[src/rtl/alu_share_pkg.sv]
// -----------------------------------------------------------------------------
// alu_share_pkg
// Shared definitions for the ALU sharing controller: ALU op codes, the
// controller FSM state encoding and an op-code legality helper.
// -----------------------------------------------------------------------------
package alu_share_pkg;

  // Bit 2 of the op code selects inverted b with carry-in 1 (SUB, SLT).
  localparam logic [2:0] OP_AND = 3'b000;
  localparam logic [2:0] OP_OR  = 3'b001;
  localparam logic [2:0] OP_ADD = 3'b010;
  localparam logic [2:0] OP_SUB = 3'b110;
  localparam logic [2:0] OP_SLT = 3'b111;

  typedef enum logic [1:0] {
    IDLE = 2'd0,
    EXEC = 2'd1,
    CAPT = 2'd2,
    RESP = 2'd3
  } state_t;

  function automatic logic is_legal_op(input logic [2:0] op);
    case (op)
      OP_AND, OP_OR, OP_ADD, OP_SUB, OP_SLT: return 1'b1;
      default:                               return 1'b0;
    endcase
  endfunction

endpackage

[src/rtl/alu_share_ctrl_rr_arbiter.sv]
// -----------------------------------------------------------------------------
// rr_arbiter
// Purely combinational round-robin pick: the first asserted request at or
// after ptr, wrapping modulo N_REQ. The pointer register lives in the parent.
//
// Ports:
//   req         in   N_REQ  request vector
//   ptr         in   IDX_W  highest-priority index this cycle
//   en          in   1      when low no grant is produced
//   grant       out  N_REQ  one-hot grant (or zero)
//   idx         out  IDX_W  encoded index of the granted request
//   grant_valid out  1      a grant was produced
// -----------------------------------------------------------------------------
module rr_arbiter #(
  parameter  int N_REQ = 2,
  localparam int IDX_W = $clog2(N_REQ)
) (
  input  logic [N_REQ-1:0] req,
  input  logic [IDX_W-1:0] ptr,
  input  logic             en,
  output logic [N_REQ-1:0] grant,
  output logic [IDX_W-1:0] idx,
  output logic             grant_valid
);

  int cand;

  // NOTE: every signal written in an always_comb gets a default first so no
  // path leaves it unassigned and no latch is inferred.
  always_comb begin
    grant       = '0;
    idx         = '0;
    grant_valid = 1'b0;
    cand        = 0;
    for (int off = 0; off < N_REQ; off++) begin
      cand = int'(ptr) + off;
      if (cand >= N_REQ) cand = cand - N_REQ;
      if (en && !grant_valid && req[cand]) begin
        grant_valid = 1'b1;
        grant[cand] = 1'b1;
        idx         = IDX_W'(cand);
      end
    end
  end

endmodule

[src/rtl/alu_share_ctrl.sv]
// -----------------------------------------------------------------------------
// alu_share_ctrl
// Shares one registered ALU between N_REQ requesters. A round-robin winner is
// accepted in IDLE, its operation is sequenced through the ALU (EXEC drives
// the ALU, CAPT captures its registered result) and the result is returned
// on the winner's response handshake in RESP. Illegal op codes skip the ALU
// and answer one cycle later with rsp_err set.
//
// Optional build macro ALU_SHARE_STATS_EN adds stat_busy_cnt and
// stat_grant_cnt (per-requester 16-bit grant counters).
//
// Ports:
//   clk, rst_n       clock, asynchronous active-low reset
//   req_valid/ready  per-requester request handshake
//   req_a/b/op       per-requester operands and op code (slice i = requester i)
//   rsp_valid/ready  per-requester response handshake
//   rsp_result/zero/err  shared response payload, qualified by rsp_valid
//   alu_a/b/op       to the ALU; alu_result/zero from the ALU (registered)
// -----------------------------------------------------------------------------
module alu_share_ctrl
  import alu_share_pkg::*;
#(
  parameter int N_REQ = 2,
  parameter int WIDTH = 32
) (
  input  logic                   clk,
  input  logic                   rst_n,
  input  logic [N_REQ-1:0]       req_valid,
  output logic [N_REQ-1:0]       req_ready,
  input  logic [N_REQ*WIDTH-1:0] req_a,
  input  logic [N_REQ*WIDTH-1:0] req_b,
  input  logic [N_REQ*3-1:0]     req_op,
  output logic [N_REQ-1:0]       rsp_valid,
  input  logic [N_REQ-1:0]       rsp_ready,
  output logic [WIDTH-1:0]       rsp_result,
  output logic                   rsp_zero,
  output logic                   rsp_err,
  output logic [WIDTH-1:0]       alu_a,
  output logic [WIDTH-1:0]       alu_b,
  output logic [2:0]             alu_op,
  input  logic [WIDTH-1:0]       alu_result,
  input  logic                   alu_zero
`ifdef ALU_SHARE_STATS_EN
  ,
  output logic [31:0]            stat_busy_cnt,
  output logic [N_REQ*16-1:0]    stat_grant_cnt
`endif
);

  localparam int IDX_W = $clog2(N_REQ);

  state_t           state, state_next;
  logic [IDX_W-1:0] rr_ptr, owner, win_idx;
  logic [N_REQ-1:0] win_grant;
  logic             win_any, arb_en, sel_legal;
  logic [WIDTH-1:0] sel_a, sel_b;
  logic [2:0]       sel_op;

  // Gating with rst_n keeps req_ready low for the whole time reset is held,
  // even though the state register already reads IDLE.
  assign arb_en = (state == IDLE) && rst_n;

  rr_arbiter #(.N_REQ(N_REQ)) u_arb (
    .req         (req_valid),
    .ptr         (rr_ptr),
    .en          (arb_en),
    .grant       (win_grant),
    .idx         (win_idx),
    .grant_valid (win_any)
  );

  assign req_ready = win_grant;

  always_comb begin
    sel_a  = '0;
    sel_b  = '0;
    sel_op = OP_ADD;
    for (int i = 0; i < N_REQ; i++) begin
      if (IDX_W'(i) == win_idx) begin
        sel_a  = req_a[i*WIDTH +: WIDTH];
        sel_b  = req_b[i*WIDTH +: WIDTH];
        sel_op = req_op[i*3 +: 3];
      end
    end
  end

  assign sel_legal = is_legal_op(sel_op);

  // NOTE: asynchronous active-low reset; every register in this block is
  // listed in the reset branch so an abort leaves no stale state behind.
  always_ff @(posedge clk or negedge rst_n) begin
    if (!rst_n) state <= IDLE;
    else        state <= state_next;
  end

  always_comb begin
    state_next = state;
    rsp_valid  = '0;
    case (state)
      IDLE: if (win_any) state_next = sel_legal ? EXEC : RESP;
      EXEC: state_next = CAPT;
      CAPT: state_next = RESP;
      RESP: begin
        rsp_valid[owner] = 1'b1;
        if (rsp_ready[owner]) state_next = IDLE;
      end
      default: state_next = IDLE;
    endcase
  end

  // The alu_* registers double as the operand latch: they load only for a
  // legal op, so they hold their last value otherwise and an illegal op never
  // disturbs the ALU.
  // NOTE: sequential state is written with non-blocking assignments only.
  always_ff @(posedge clk or negedge rst_n) begin
    if (!rst_n) begin
      rr_ptr     <= '0;
      owner      <= '0;
      alu_a      <= '0;
      alu_b      <= '0;
      alu_op     <= OP_ADD;
      rsp_result <= '0;
      rsp_zero   <= 1'b0;
      rsp_err    <= 1'b0;
    end else begin
      if (win_any) begin
        owner  <= win_idx;
        rr_ptr <= (win_idx == IDX_W'(N_REQ-1)) ? '0 : win_idx + 1'b1;
        if (sel_legal) begin
          alu_a  <= sel_a;
          alu_b  <= sel_b;
          alu_op <= sel_op;
        end else begin
          rsp_result <= '0;
          rsp_zero   <= 1'b0;
          rsp_err    <= 1'b1;
        end
      end
      if (state == CAPT) begin
        rsp_result <= alu_result;
        rsp_zero   <= alu_zero;
        rsp_err    <= 1'b0;
      end
    end
  end

`ifdef ALU_SHARE_STATS_EN
  always_ff @(posedge clk or negedge rst_n) begin
    if (!rst_n) begin
      stat_busy_cnt  <= '0;
      stat_grant_cnt <= '0;
    end else begin
      if (state != IDLE) stat_busy_cnt <= stat_busy_cnt + 32'd1;
      for (int i = 0; i < N_REQ; i++) begin
        if (win_grant[i]) stat_grant_cnt[i*16 +: 16] <= stat_grant_cnt[i*16 +: 16] + 16'd1;
      end
    end
  end
`endif

endmodule
[config.mk]
export PLATFORM = sky130hd
export DESIGN_NAME = alu_share_ctrl
export DESIGN_NICKNAME = d
export VERILOG_FILES = /design/src/rtl/alu_share_pkg.sv /design/src/rtl/alu_share_ctrl_rr_arbiter.sv /design/src/rtl/alu_share_ctrl.sv
export SDC_FILE = /design/constraint.sdc
export NUM_CORES = 1
export LEC_CHECK = 0
export BUFFER_PORTS_ARGS = -buffer_cell sky130_fd_sc_hd__buf_4
export CAP_MARGIN = 20
export CORE_MARGIN = 4
export CORE_UTILIZATION = 45
export CTS_CLUSTER_SIZE = 28
export DETAILED_ROUTE_END_ITERATION = 16
export GPL_TIMING_DRIVEN = 0
export PLACE_DENSITY_LB_ADDON = 0.05
export SYNTH_ARGS = -nofsm -noshare
export SYNTH_HDL_FRONTEND = slang
export SYNTH_SLANG_ARGS = --single-unit
[constraint.sdc]
create_clock -name clk -period 4.85 [get_ports clk]
set_input_delay 0 -clock clk [delete_from_list [all_inputs] [get_ports clk]]
set_output_delay 0 -clock clk [all_outputs]
set_load 0.1 [all_outputs]
==> flow_results.xml, run 1 <==
<?xml version="1.0" encoding="UTF-8"?>
<metrics>
  <group name="outcome">
    <metric name="run_status" unit="">completed</metric>
  </group>
  <group name="setup_path">
    <metric name="crit_path_max_fanout" unit="">62</metric>
    <metric name="cpPeakStageDelay" unit="ns">0.58</metric>
    <metric name="worstPathCellList" unit="">dlygate4sd3_1 -&gt; buf_4 -&gt; buf_16 -&gt; and2_2 -&gt; nand3_2 -&gt; buf_4 -&gt; buf_4 -&gt; mux2_2 -&gt; dlygate4sd3_1 -&gt; mux2_2</metric>
    <metric name="critical_path.most_common_cell" unit="">buf_4</metric>
    <metric name="critical_path.endpoint_type" unit="">flop</metric>
    <metric name="critPathArrivalTime" unit="ns">3.54</metric>
    <metric name="setup.worst_path.class" unit="">primary input to flop</metric>
    <metric name="critPathLaunchType" unit="">primary input</metric>
    <metric name="required" unit="ns">5.10</metric>
    <metric name="critical-path-slowest-cell" unit="">dlygate4sd3_1</metric>
    <metric name="reg2reg_setup_slack" unit="ns">1.80</metric>
    <metric name="critical-path-top-delay-family" unit="">buffers and inverters</metric>
    <metric name="critical_path_buf_inv_count" unit="">6</metric>
  </group>
  <group name="routing">
    <metric name="drt-vias-per-instance" unit="">5.06</metric>
    <metric name="dr.pass1.iters" unit="">4</metric>
    <metric name="drt-total-wl" unit="um">18100</metric>
    <metric name="drtAntennaViolNets" unit="">0</metric>
    <metric name="drtIter0Drc" unit="">185</metric>
    <metric name="drc_errors" unit="">0</metric>
    <metric name="routed_wire_per_std_cell" unit="um">19.5</metric>
    <metric name="detailroute.via_count" unit="">4686</metric>
  </group>
  <group name="cells_and_area">
    <metric name="nNetsFinal" unit="">963</metric>
    <metric name="commonest_cells_after_routing_fill_and_taps_aside" unit="">278 x buf_4, 155 x dlygate4sd3_1, 104 x dfrtp_1</metric>
    <metric name="layout_commonest_cell" unit="">buf_4</metric>
    <metric name="layout.cell_area.non_filler" unit="um^2">8930</metric>
    <metric name="num_antenna_cells" unit="">0</metric>
    <metric name="areaGrowthSynthToFinish" unit="%">83.0</metric>
    <metric name="post_route_cells_drive_above_1_share" unit="%">48.9</metric>
  </group>
  <group name="logic_synthesis">
    <metric name="postSynth.asyncResetShare" unit="%">100</metric>
    <metric name="syn_nets" unit="">520</metric>
    <metric name="synth_ff_type" unit="">dfrtp_1</metric>
    <metric name="post_synth_instance_area" unit="um^2">4880</metric>
    <metric name="yosys_register_bits" unit="">105</metric>
    <metric name="synthesis.yosys.warnings" unit="">0</metric>
    <metric name="synth.distinct_cells" unit="">35</metric>
    <metric name="edff_count_synth" unit="">0</metric>
    <metric name="synth_cells" unit="">343</metric>
    <metric name="synth_area_per_cell" unit="um^2">14.2</metric>
    <metric name="synth_sequential_area_ratio" unit="%">53.9</metric>
  </group>
  <group name="clock_network">
    <metric name="cts_hold_buf" unit="">154</metric>
    <metric name="cts_buffer_depth" unit="">2</metric>
    <metric name="tritoncts" unit="">built</metric>
    <metric name="clk_transition_reported_paths" unit="ns">0.10</metric>
    <metric name="numClockSinks" unit="">105</metric>
    <metric name="clock_tree.root_cell" unit="">clkbuf_8</metric>
    <metric name="insertion_delay" unit="ns">0.35</metric>
    <metric name="htree_levels" unit="">3</metric>
    <metric name="post_cts_resized" unit="">0</metric>
    <metric name="cts_buffers" unit="">9</metric>
    <metric name="cts_setup_buffers" unit="">0</metric>
  </group>
  <group name="die">
    <metric name="standard_cell_rows" unit="">37</metric>
    <metric name="core_region_area" unit="um^2">10500</metric>
    <metric name="initial_core_util" unit="%">46.6</metric>
    <metric name="num_io_pins" unit="">278</metric>
    <metric name="die_area" unit="um^2">12600</metric>
    <metric name="chipHeight" unit="um">112</metric>
    <metric name="chipWidth" unit="um">112</metric>
  </group>
  <group name="timing">
    <metric name="drv_slew" unit="">0</metric>
    <metric name="hold_violations" unit="">0</metric>
    <metric name="timing_worst_slew_pin_value" unit="ns">0.630</metric>
    <metric name="worst_slew_margin" unit="%">58.0</metric>
    <metric name="fmax" unit="MHz">304</metric>
    <metric name="sum_of_negative_setup_slack" unit="ns">0</metric>
    <metric name="post-route-min-period" unit="ns">3.29</metric>
    <metric name="finalCritPeriodShare" unit="%">67.7</metric>
    <metric name="finalClockSkew" unit="ns">0.00779</metric>
    <metric name="finalSetupViolCount" unit="">0</metric>
    <metric name="grt_setup_unrepaired" unit="">false</metric>
  </group>
  <group name="min_path">
    <metric name="holdCritPathClass" unit="">primary input to flop</metric>
  </group>
  <group name="grt">
    <metric name="grt_start_max_net_pins" unit="">63</metric>
    <metric name="globalRouteTotalUtil" unit="%">28.1</metric>
    <metric name="grt_first_pass_wirelength" unit="um">27800</metric>
    <metric name="vias_in_the_first_global_route" unit="">5238</metric>
    <metric name="grt_overflow_total" unit="">0</metric>
    <metric name="antenna_found_initial" unit="">0</metric>
  </group>
  <group name="placed_design">
    <metric name="port_buffers" unit="">276</metric>
    <metric name="globalplace.congestion" unit="">0.798</metric>
    <metric name="post_dp_cell_area" unit="um^2">7150</metric>
    <metric name="hpwl" unit="um">11000</metric>
  </group>
  <group name="job">
    <metric name="max-cap-violations" unit="">0</metric>
  </group>
</metrics>
==> per-layer routing <==
layer	track usage, %	wire, um
met1	31.0	6540
met2	51.3	9560
met3	7.44	1410
met4	11.3	554
met5	0	0
==> flip-flops by register name (all words and copies together) (netlist names) <==
register	flops
alu_b	32
alu_op	3
rr_ptr	1
state	2
rsp_zero	1
rsp_err	1
alu_a	32
owner	1
rsp_result	32
==> worst paths after layout <==
kind | startpoint | endpoint | cells past startpoint
worst max-delay path | rst_n | alu_a[25]$_DFFE_PN0P_ | 10
worst min-delay path | req_b[23] | alu_b[23]$_DFFE_PN0P_ | 3
worst max register to register | state[1]$_DFFE_PN0P_ | alu_b[28]$_DFFE_PN0P_ | 8
worst min register to register | alu_b[15]$_DFFE_PN0P_ | alu_b[15]$_DFFE_PN0P_ | 1
max in group asynchronous | rst_n | alu_op[1]$_DFFE_PN1P_ | 3
min in group asynchronous | rst_n | alu_b[31]$_DFFE_PN0P_ | 2
==> worst min-delay path, stage by stage <==
cell and delay [ns]:
buf_4 0.08, mux2_2 0.14, mux2_1 0.12
==> kinds of logic after synthesis <==
| kind of cell | synth area share [%] |
|---|---|
| multiplexers | 30.7 |
| flip-flops | 53.9 |
| AO/OA/AOI/OAI | 8.80 |
| buffers and inverters | 3.23 |
| AND/OR/NAND/NOR | 2.41 |
| adder cells (fa/ha/maj) | 1.03 |
==> through the flow <==
step	hold slack [ns]	utilization (%)	cells	worst slack [ns]
after CTS	0.000613	85.3	926	1.60
after floorplan	-0.296	-	343	2.16
final	0.0166	85.4	927	1.56
after global routing	0.00461	85.4	927	1.36
after detailed placement	0.0514	68.3	756	2.29
after global placement	0.230	68.1	755	2.02
==> cells in the mapped netlist (2+ instances only) <==
| cell | instances | area share [%] |
|---|---|---|
| mux2_1 | 57 | 13 |
| inv_1 | 5 | 0.38 |
| a21oi_1 | 4 | 0.41 |
| o21ai_0 | 3 | 0.31 |
| dfrtp_1 | 104 | 53 |
| buf_4 | 2 | 0.31 |
| ha_1 | 4 | 1.0 |
| clkbuf_1 | 8 | 0.62 |
| nand2_1 | 4 | 0.31 |
| a22o_1 | 33 | 5.9 |
| nor2b_1 | 3 | 0.38 |
| buf_6 | 5 | 1.2 |
| and2_1 | 2 | 0.26 |
| buf_2 | 6 | 0.62 |
| a31oi_1 | 3 | 0.38 |
| nand2b_1 | 2 | 0.26 |
| mux2_2 | 75 | 17 |
| nor2_1 | 6 | 0.46 |
==> cell type report <==
class	instances	area [um^2]
clock inverters	5	77.6
multi-input cells	210	2090
fillers	513	1530
repair buffers	432	3650
flip-flops and latches	105	2630
plain buffers	22	135
clock buffers	11	151
inverters	6	22.5
well taps	136	170
Power of run 1 is not shown: default switching activity piles up to over one toggle a cycle in this logic, so the estimate is an artifact.
==> run 2, diff against run 1 <==
Settings changed: CORE_UTILIZATION 45 to 40.
Clock period 4.85 ns to 2.9 ns, I/O delays scaled along.
==> flow_results.xml, run 2 (synthesized netlist as in run 1, its figures left out) <==
<?xml version="1.0" encoding="UTF-8"?>
<metrics>
  <group name="setup_path">
    <metric name="critical-path-slowest-cell" unit="">dlygate4sd3_1</metric>
    <metric name="setup.worst_path.class" unit="">primary input to output pin</metric>
    <metric name="worstPathCellList" unit="">dlygate4sd3_1 -&gt; buf_4 -&gt; and2_2 -&gt; nand3_2 -&gt; buf_4 -&gt; buf_4 -&gt; inv_1 -&gt; buf_4</metric>
    <metric name="rr_startpoint" unit="">state[1]$_DFFE_PN0P_</metric>
    <metric name="required" unit="ns">2.90</metric>
    <metric name="critical-path-top-delay-family" unit="">buffers and inverters</metric>
    <metric name="reg2reg_setup_slack" unit="ns">0.46</metric>
    <metric name="critPathArrivalTime" unit="ns">2.47</metric>
    <metric name="critical_path.reg2reg.endpoint" unit="">alu_b[18]$_DFFE_PN0P_</metric>
    <metric name="cpPeakStageDelay" unit="ns">0.52</metric>
    <metric name="crit_path_max_fanout" unit="">48</metric>
    <metric name="ff2ff_path_depth" unit="">7</metric>
    <metric name="critical_path.most_common_cell" unit="">buf_4</metric>
    <metric name="critical_path_buf_inv_count" unit="">6</metric>
    <metric name="critPathLaunchType" unit="">primary input</metric>
    <metric name="critical_path.endpoint_type" unit="">output pin</metric>
  </group>
  <group name="clock_network">
    <metric name="clock_tree.root_cell" unit="">clkbuf_16</metric>
    <metric name="tritoncts" unit="">built</metric>
    <metric name="insertion_delay" unit="ns">0.34</metric>
    <metric name="clk_transition_reported_paths" unit="ns">0.07</metric>
    <metric name="cts_buffers" unit="">9</metric>
    <metric name="htree_levels" unit="">3</metric>
    <metric name="post_cts_resized" unit="">0</metric>
    <metric name="numClockSinks" unit="">105</metric>
    <metric name="cts_buffer_depth" unit="">2</metric>
  </group>
  <group name="grt">
    <metric name="grt_overflow_total" unit="">0</metric>
    <metric name="grt_start_max_net_pins" unit="">62</metric>
    <metric name="globalRouteTotalUtil" unit="%">19.4</metric>
    <metric name="antenna_found_initial" unit="">0</metric>
    <metric name="vias_in_the_first_global_route" unit="">4242</metric>
    <metric name="grt_first_pass_wirelength" unit="um">21700</metric>
  </group>
  <group name="die">
    <metric name="chipWidth" unit="um">118</metric>
    <metric name="standard_cell_rows" unit="">40</metric>
    <metric name="core_region_area" unit="um^2">12000</metric>
    <metric name="initial_core_util" unit="%">40.8</metric>
    <metric name="num_io_pins" unit="">278</metric>
    <metric name="chipHeight" unit="um">118</metric>
    <metric name="die_area" unit="um^2">14000</metric>
  </group>
  <group name="routing">
    <metric name="drc_errors" unit="">0</metric>
    <metric name="drtAntennaViolNets" unit="">0</metric>
    <metric name="drt-vias-per-instance" unit="">4.84</metric>
    <metric name="drtIter0Drc" unit="">106</metric>
    <metric name="dr.pass1.iters" unit="">4</metric>
    <metric name="drt-total-wl" unit="um">13800</metric>
    <metric name="routed_wire_per_std_cell" unit="um">16.8</metric>
    <metric name="detailroute.via_count" unit="">3981</metric>
  </group>
  <group name="timing">
    <metric name="sum_of_negative_setup_slack" unit="ns">0</metric>
    <metric name="finalCritPeriodShare" unit="%">85.0</metric>
    <metric name="worst_slew_margin" unit="%">59.7</metric>
    <metric name="finalSetupViolCount" unit="">0</metric>
    <metric name="drv_slew" unit="">0</metric>
    <metric name="timing_worst_slew_pin_value" unit="ns">0.604</metric>
    <metric name="post-route-min-period" unit="ns">2.47</metric>
    <metric name="finalClockSkew" unit="ns">0.00450</metric>
    <metric name="hold_violations" unit="">0</metric>
    <metric name="fmax" unit="MHz">406</metric>
    <metric name="grt_setup_unrepaired" unit="">false</metric>
  </group>
  <group name="cells_and_area">
    <metric name="nNetsFinal" unit="">847</metric>
    <metric name="largest_registers" unit="">alu_a x32, alu_b x32, rsp_result x32</metric>
    <metric name="post_route_cells_drive_above_1_share" unit="%">57.2</metric>
    <metric name="areaGrowthSynthToFinish" unit="%">61.1</metric>
    <metric name="commonest_cells_after_routing_fill_and_taps_aside" unit="">278 x buf_4, 104 x dfrtp_1, 75 x mux2_2</metric>
    <metric name="num_antenna_cells" unit="">0</metric>
    <metric name="final-instance-count-excl-fill" unit="">822</metric>
    <metric name="layout_commonest_cell" unit="">buf_4</metric>
  </group>
  <group name="placed_design">
    <metric name="hpwl" unit="um">10700</metric>
    <metric name="post-place-cells" unit="">767</metric>
    <metric name="port_buffers" unit="">276</metric>
    <metric name="globalplace.congestion" unit="">0.749</metric>
  </group>
  <group name="min_path">
    <metric name="holdPathEnd" unit="">alu_a[8]$_DFFE_PN0P_</metric>
    <metric name="timing.hold.worst_path_depth" unit="">3</metric>
    <metric name="timing.hold.worst.start" unit="">req_a[40]</metric>
    <metric name="holdCritPathClass" unit="">primary input to flop</metric>
  </group>
  <group name="job">
    <metric name="max-cap-violations" unit="">0</metric>
  </group>
  <group name="outcome">
    <metric name="run_status" unit="">completed</metric>
  </group>
</metrics>
[run 2: cell types whose count changed in the layout (fill, tap and decap cells not counted), sizes merged]
cell	change
dlygate4sd3	-116
clkbuf	+1
bufinv	-1
[run 2: metrics by stage]
step | utilization [%] | hold WS (ns) | cell area [um^2] | setup slack, ns
3_5_place_dp | 59.9 | 0.0521 | 7160 | 0.442
4_1_cts | 65.7 | 0.0000622 | 7860 | 0.303
5_1_grt | 65.7 | 0.00765 | 7860 | 0.169
3_3_place_gp | 59.7 | 0.230 | 7140 | 0.0588
6_report | 65.7 | 0.00490 | 7860 | 0.434
2_1_floorplan | - | -0.296 | 4880 | 0.205
[run 2: how the worst max path moves through the flow]
stage / startpoint / endpoint / slack, ns / cells after the start
floorplan: state[1]$_DFFE_PN0P_ / state[0]$_DFFE_PN0P_ / 0.21 / 5
global placement: rst_n / alu_a[24]$_DFFE_PN0P_ / 0.06 / 7
detailed placement: state[1]$_DFFE_PN0P_ / alu_a[10]$_DFFE_PN0P_ / 0.44 / 7
CTS: rst_n / req_ready[1] / 0.30 / 8
global route: rst_n / req_ready[1] / 0.17 / 8
finish: rst_n / req_ready[1] / 0.43 / 8
[run 2: final cells by class]
cell class | count | area (um^2)
Buffer | 22 | 135
Clock buffer | 12 | 256
Clock inverter | 4 | 51.3
Fill cell | 927 | 4100
Inverter | 6 | 22.5
Multi-Input combinational cell | 210 | 2090
Sequential cell | 105 | 2630
Tap cell | 147 | 184
Timing Repair Buffer | 316 | 2490
[run 2: tightest hold or removal path, delay by kind of cell]
kind                   cells  cell delay [ns]
muxes                      2             0.23
buffers and inverters      1             0.07
[run 2: per-layer routing]
| layer | vias to the layer above | routed length (um) | part of all wire [%] | GRT usage [%] |
|---|---|---|---|---|
| met1 | 1883 | 5080 | 37 | 21.5 |
| met3 | 16 | 1020 | 7.4 | 4.98 |
| met2 | 163 | 7470 | 54 | 36.2 |
| met5 | - | 0 | 0 | 0 |
| met4 | 0 | 240 | 1.7 | 6.01 |
| li1 | 1919 | - | - | - |
[run 2: what timing repair did]
action                                 4_1_cts  5_1_grt
buffers inserted                             0        0
hold buffers                                39        0
endpoints found under the hold margin       79        0
Power of run 2 is left out for the same reason.
==> run 3, diff against run 2 <==
Settings changed: RECOVER_POWER set to 25.
==> flow_results.xml, run 3 (synthesized netlist as in run 1, its figures left out) <==
<?xml version="1.0" encoding="UTF-8"?>
<metrics>
  <group name="grt">
    <metric name="globalRouteTotalUtil" unit="%">19.4</metric>
    <metric name="vias_in_the_first_global_route" unit="">4242</metric>
    <metric name="antenna_found_initial" unit="">0</metric>
    <metric name="grt_first_pass_wirelength" unit="um">21700</metric>
    <metric name="grt_overflow_total" unit="">0</metric>
    <metric name="grt_start_max_net_pins" unit="">62</metric>
  </group>
  <group name="clock_network">
    <metric name="clock_tree.root_cell" unit="">clkbuf_16</metric>
    <metric name="numClockSinks" unit="">105</metric>
    <metric name="insertion_delay" unit="ns">0.34</metric>
    <metric name="cts_buffers" unit="">9</metric>
    <metric name="tritoncts" unit="">built</metric>
    <metric name="htree_levels" unit="">3</metric>
    <metric name="clk_transition_reported_paths" unit="ns">0.07</metric>
    <metric name="post_cts_resized" unit="">0</metric>
    <metric name="cts_buffer_depth" unit="">2</metric>
  </group>
  <group name="placed_design">
    <metric name="port_buffers" unit="">276</metric>
    <metric name="globalplace.congestion" unit="">0.749</metric>
    <metric name="hpwl" unit="um">10700</metric>
  </group>
  <group name="die">
    <metric name="chipHeight" unit="um">118</metric>
    <metric name="die_area" unit="um^2">14000</metric>
    <metric name="initial_core_util" unit="%">40.8</metric>
    <metric name="core_region_area" unit="um^2">12000</metric>
    <metric name="num_io_pins" unit="">278</metric>
    <metric name="standard_cell_rows" unit="">40</metric>
    <metric name="chipWidth" unit="um">118</metric>
  </group>
  <group name="timing">
    <metric name="finalSetupViolCount" unit="">0</metric>
    <metric name="hold_violations" unit="">0</metric>
    <metric name="fmax" unit="MHz">405</metric>
    <metric name="finalCritPeriodShare" unit="%">85.2</metric>
    <metric name="post-route-min-period" unit="ns">2.47</metric>
    <metric name="drv_slew" unit="">0</metric>
    <metric name="finalClockSkew" unit="ns">0.00529</metric>
    <metric name="worst_slew_margin" unit="%">18.9</metric>
    <metric name="grt_setup_unrepaired" unit="">false</metric>
    <metric name="timing_worst_slew_pin_value" unit="ns">1.22</metric>
    <metric name="sum_of_negative_setup_slack" unit="ns">0</metric>
  </group>
  <group name="cells_and_area">
    <metric name="nNetsFinal" unit="">847</metric>
    <metric name="areaGrowthSynthToFinish" unit="%">58.5</metric>
    <metric name="layout_commonest_cell" unit="">buf_4</metric>
    <metric name="final.fill_count" unit="">961</metric>
    <metric name="largest_registers" unit="">alu_a x32, alu_b x32, rsp_result x32</metric>
    <metric name="post_route_cells_drive_above_1_share" unit="%">52.1</metric>
    <metric name="final-seq-area" unit="um^2">2630</metric>
    <metric name="multiInputGateArea" unit="um^2">2090</metric>
    <metric name="commonest_cells_after_routing_fill_and_taps_aside" unit="">244 x buf_4, 104 x dfrtp_1, 75 x mux2_2</metric>
    <metric name="num_antenna_cells" unit="">0</metric>
  </group>
  <group name="routing">
    <metric name="drc_errors" unit="">0</metric>
    <metric name="drt-vias-per-instance" unit="">4.85</metric>
    <metric name="drt-total-wl" unit="um">13900</metric>
    <metric name="drtIter0Drc" unit="">96</metric>
    <metric name="routed_wire_per_std_cell" unit="um">16.9</metric>
    <metric name="dr.pass1.iters" unit="">4</metric>
    <metric name="detailroute.via_count" unit="">3984</metric>
    <metric name="drtAntennaViolNets" unit="">0</metric>
  </group>
  <group name="setup_path">
    <metric name="setup.worst_path.class" unit="">primary input to output pin</metric>
    <metric name="crit_path_max_fanout" unit="">48</metric>
    <metric name="critPathArrivalTime" unit="ns">2.47</metric>
    <metric name="required" unit="ns">2.90</metric>
    <metric name="critPathLaunchType" unit="">primary input</metric>
    <metric name="critical_path.endpoint_type" unit="">output pin</metric>
  </group>
  <group name="job">
    <metric name="max-cap-violations" unit="">0</metric>
  </group>
  <group name="outcome">
    <metric name="run_status" unit="">completed</metric>
  </group>
  <group name="min_path">
    <metric name="holdCritPathClass" unit="">primary input to flop</metric>
  </group>
</metrics>
run 3: timing repair:
action / in CTS / in global routing
endpoints found under the setup margin: 0 / 0
buffers inserted: 0 / 0
hold endpoints to repair: 79 / 0
hold buffers: 39 / 0
run 3: worst max-delay path, stage by stage:
cell and delay, ns:
dlygate4sd3_1 0.52, buf_4 0.49, and2_2 0.32, nand3_2 0.24, buf_4 0.29, buf_4 0.20, inv_1 0.08, buf_4 0.29
run 3: final timing paths:
path	startpoint	end	slack (ns)	cells after the start
setup / recovery	rst_n	req_ready[1]	0.43	8
min in group asynchronous	rst_n	alu_a[8]$_DFFE_PN0P_	0.20	2
hold reg to reg	alu_a[18]$_DFFE_PN0P_	alu_a[18]$_DFFE_PN0P_	0.48	1
hold / removal	req_a[40]	alu_a[8]$_DFFE_PN0P_	0.003	3
max in group asynchronous	rst_n	rsp_err$_DFFE_PN0P_	1.99	3
setup reg to reg	state[1]$_DFFE_PN0P_	alu_b[18]$_DFFE_PN0P_	0.47	7
run 3: metal layers:
metal,routed length (um),GRT usage [%]
met5,0,0
met4,240,6.01
met3,1000,4.98
met2,7460,36.2
met1,5150,21.5
run 3: final cells by class:
| type | instances | area share (%) |
|---|---|---|
| flip-flops and latches | 105 | 34.0 |
| well taps | 147 | 2.38 |
| clock inverters | 4 | 0.663 |
| inverters | 6 | 0.291 |
| plain buffers | 22 | 1.75 |
| multi-input cells | 210 | 27.1 |
| repair buffers | 316 | 30.5 |
| clock buffers | 12 | 3.32 |
run 3: per-stage QoR:
stage | hold WS, ns | setup WS [ns] | util [%] | std cells | instance area [um^2]
2_1_floorplan | -0.296 | 0.205 | - | 343 | 4880
3_3_place_gp | 0.230 | 0.0588 | 59.7 | 766 | 7140
3_5_place_dp | 0.0521 | 0.442 | 59.9 | 767 | 7160
4_1_cts | 0.0000622 | 0.303 | 65.7 | 822 | 7860
5_1_grt | 0.00765 | 0.169 | 64.7 | 822 | 7730
6_report | 0.00287 | 0.430 | 64.7 | 822 | 7730
Power of run 3 is left out for the same reason.
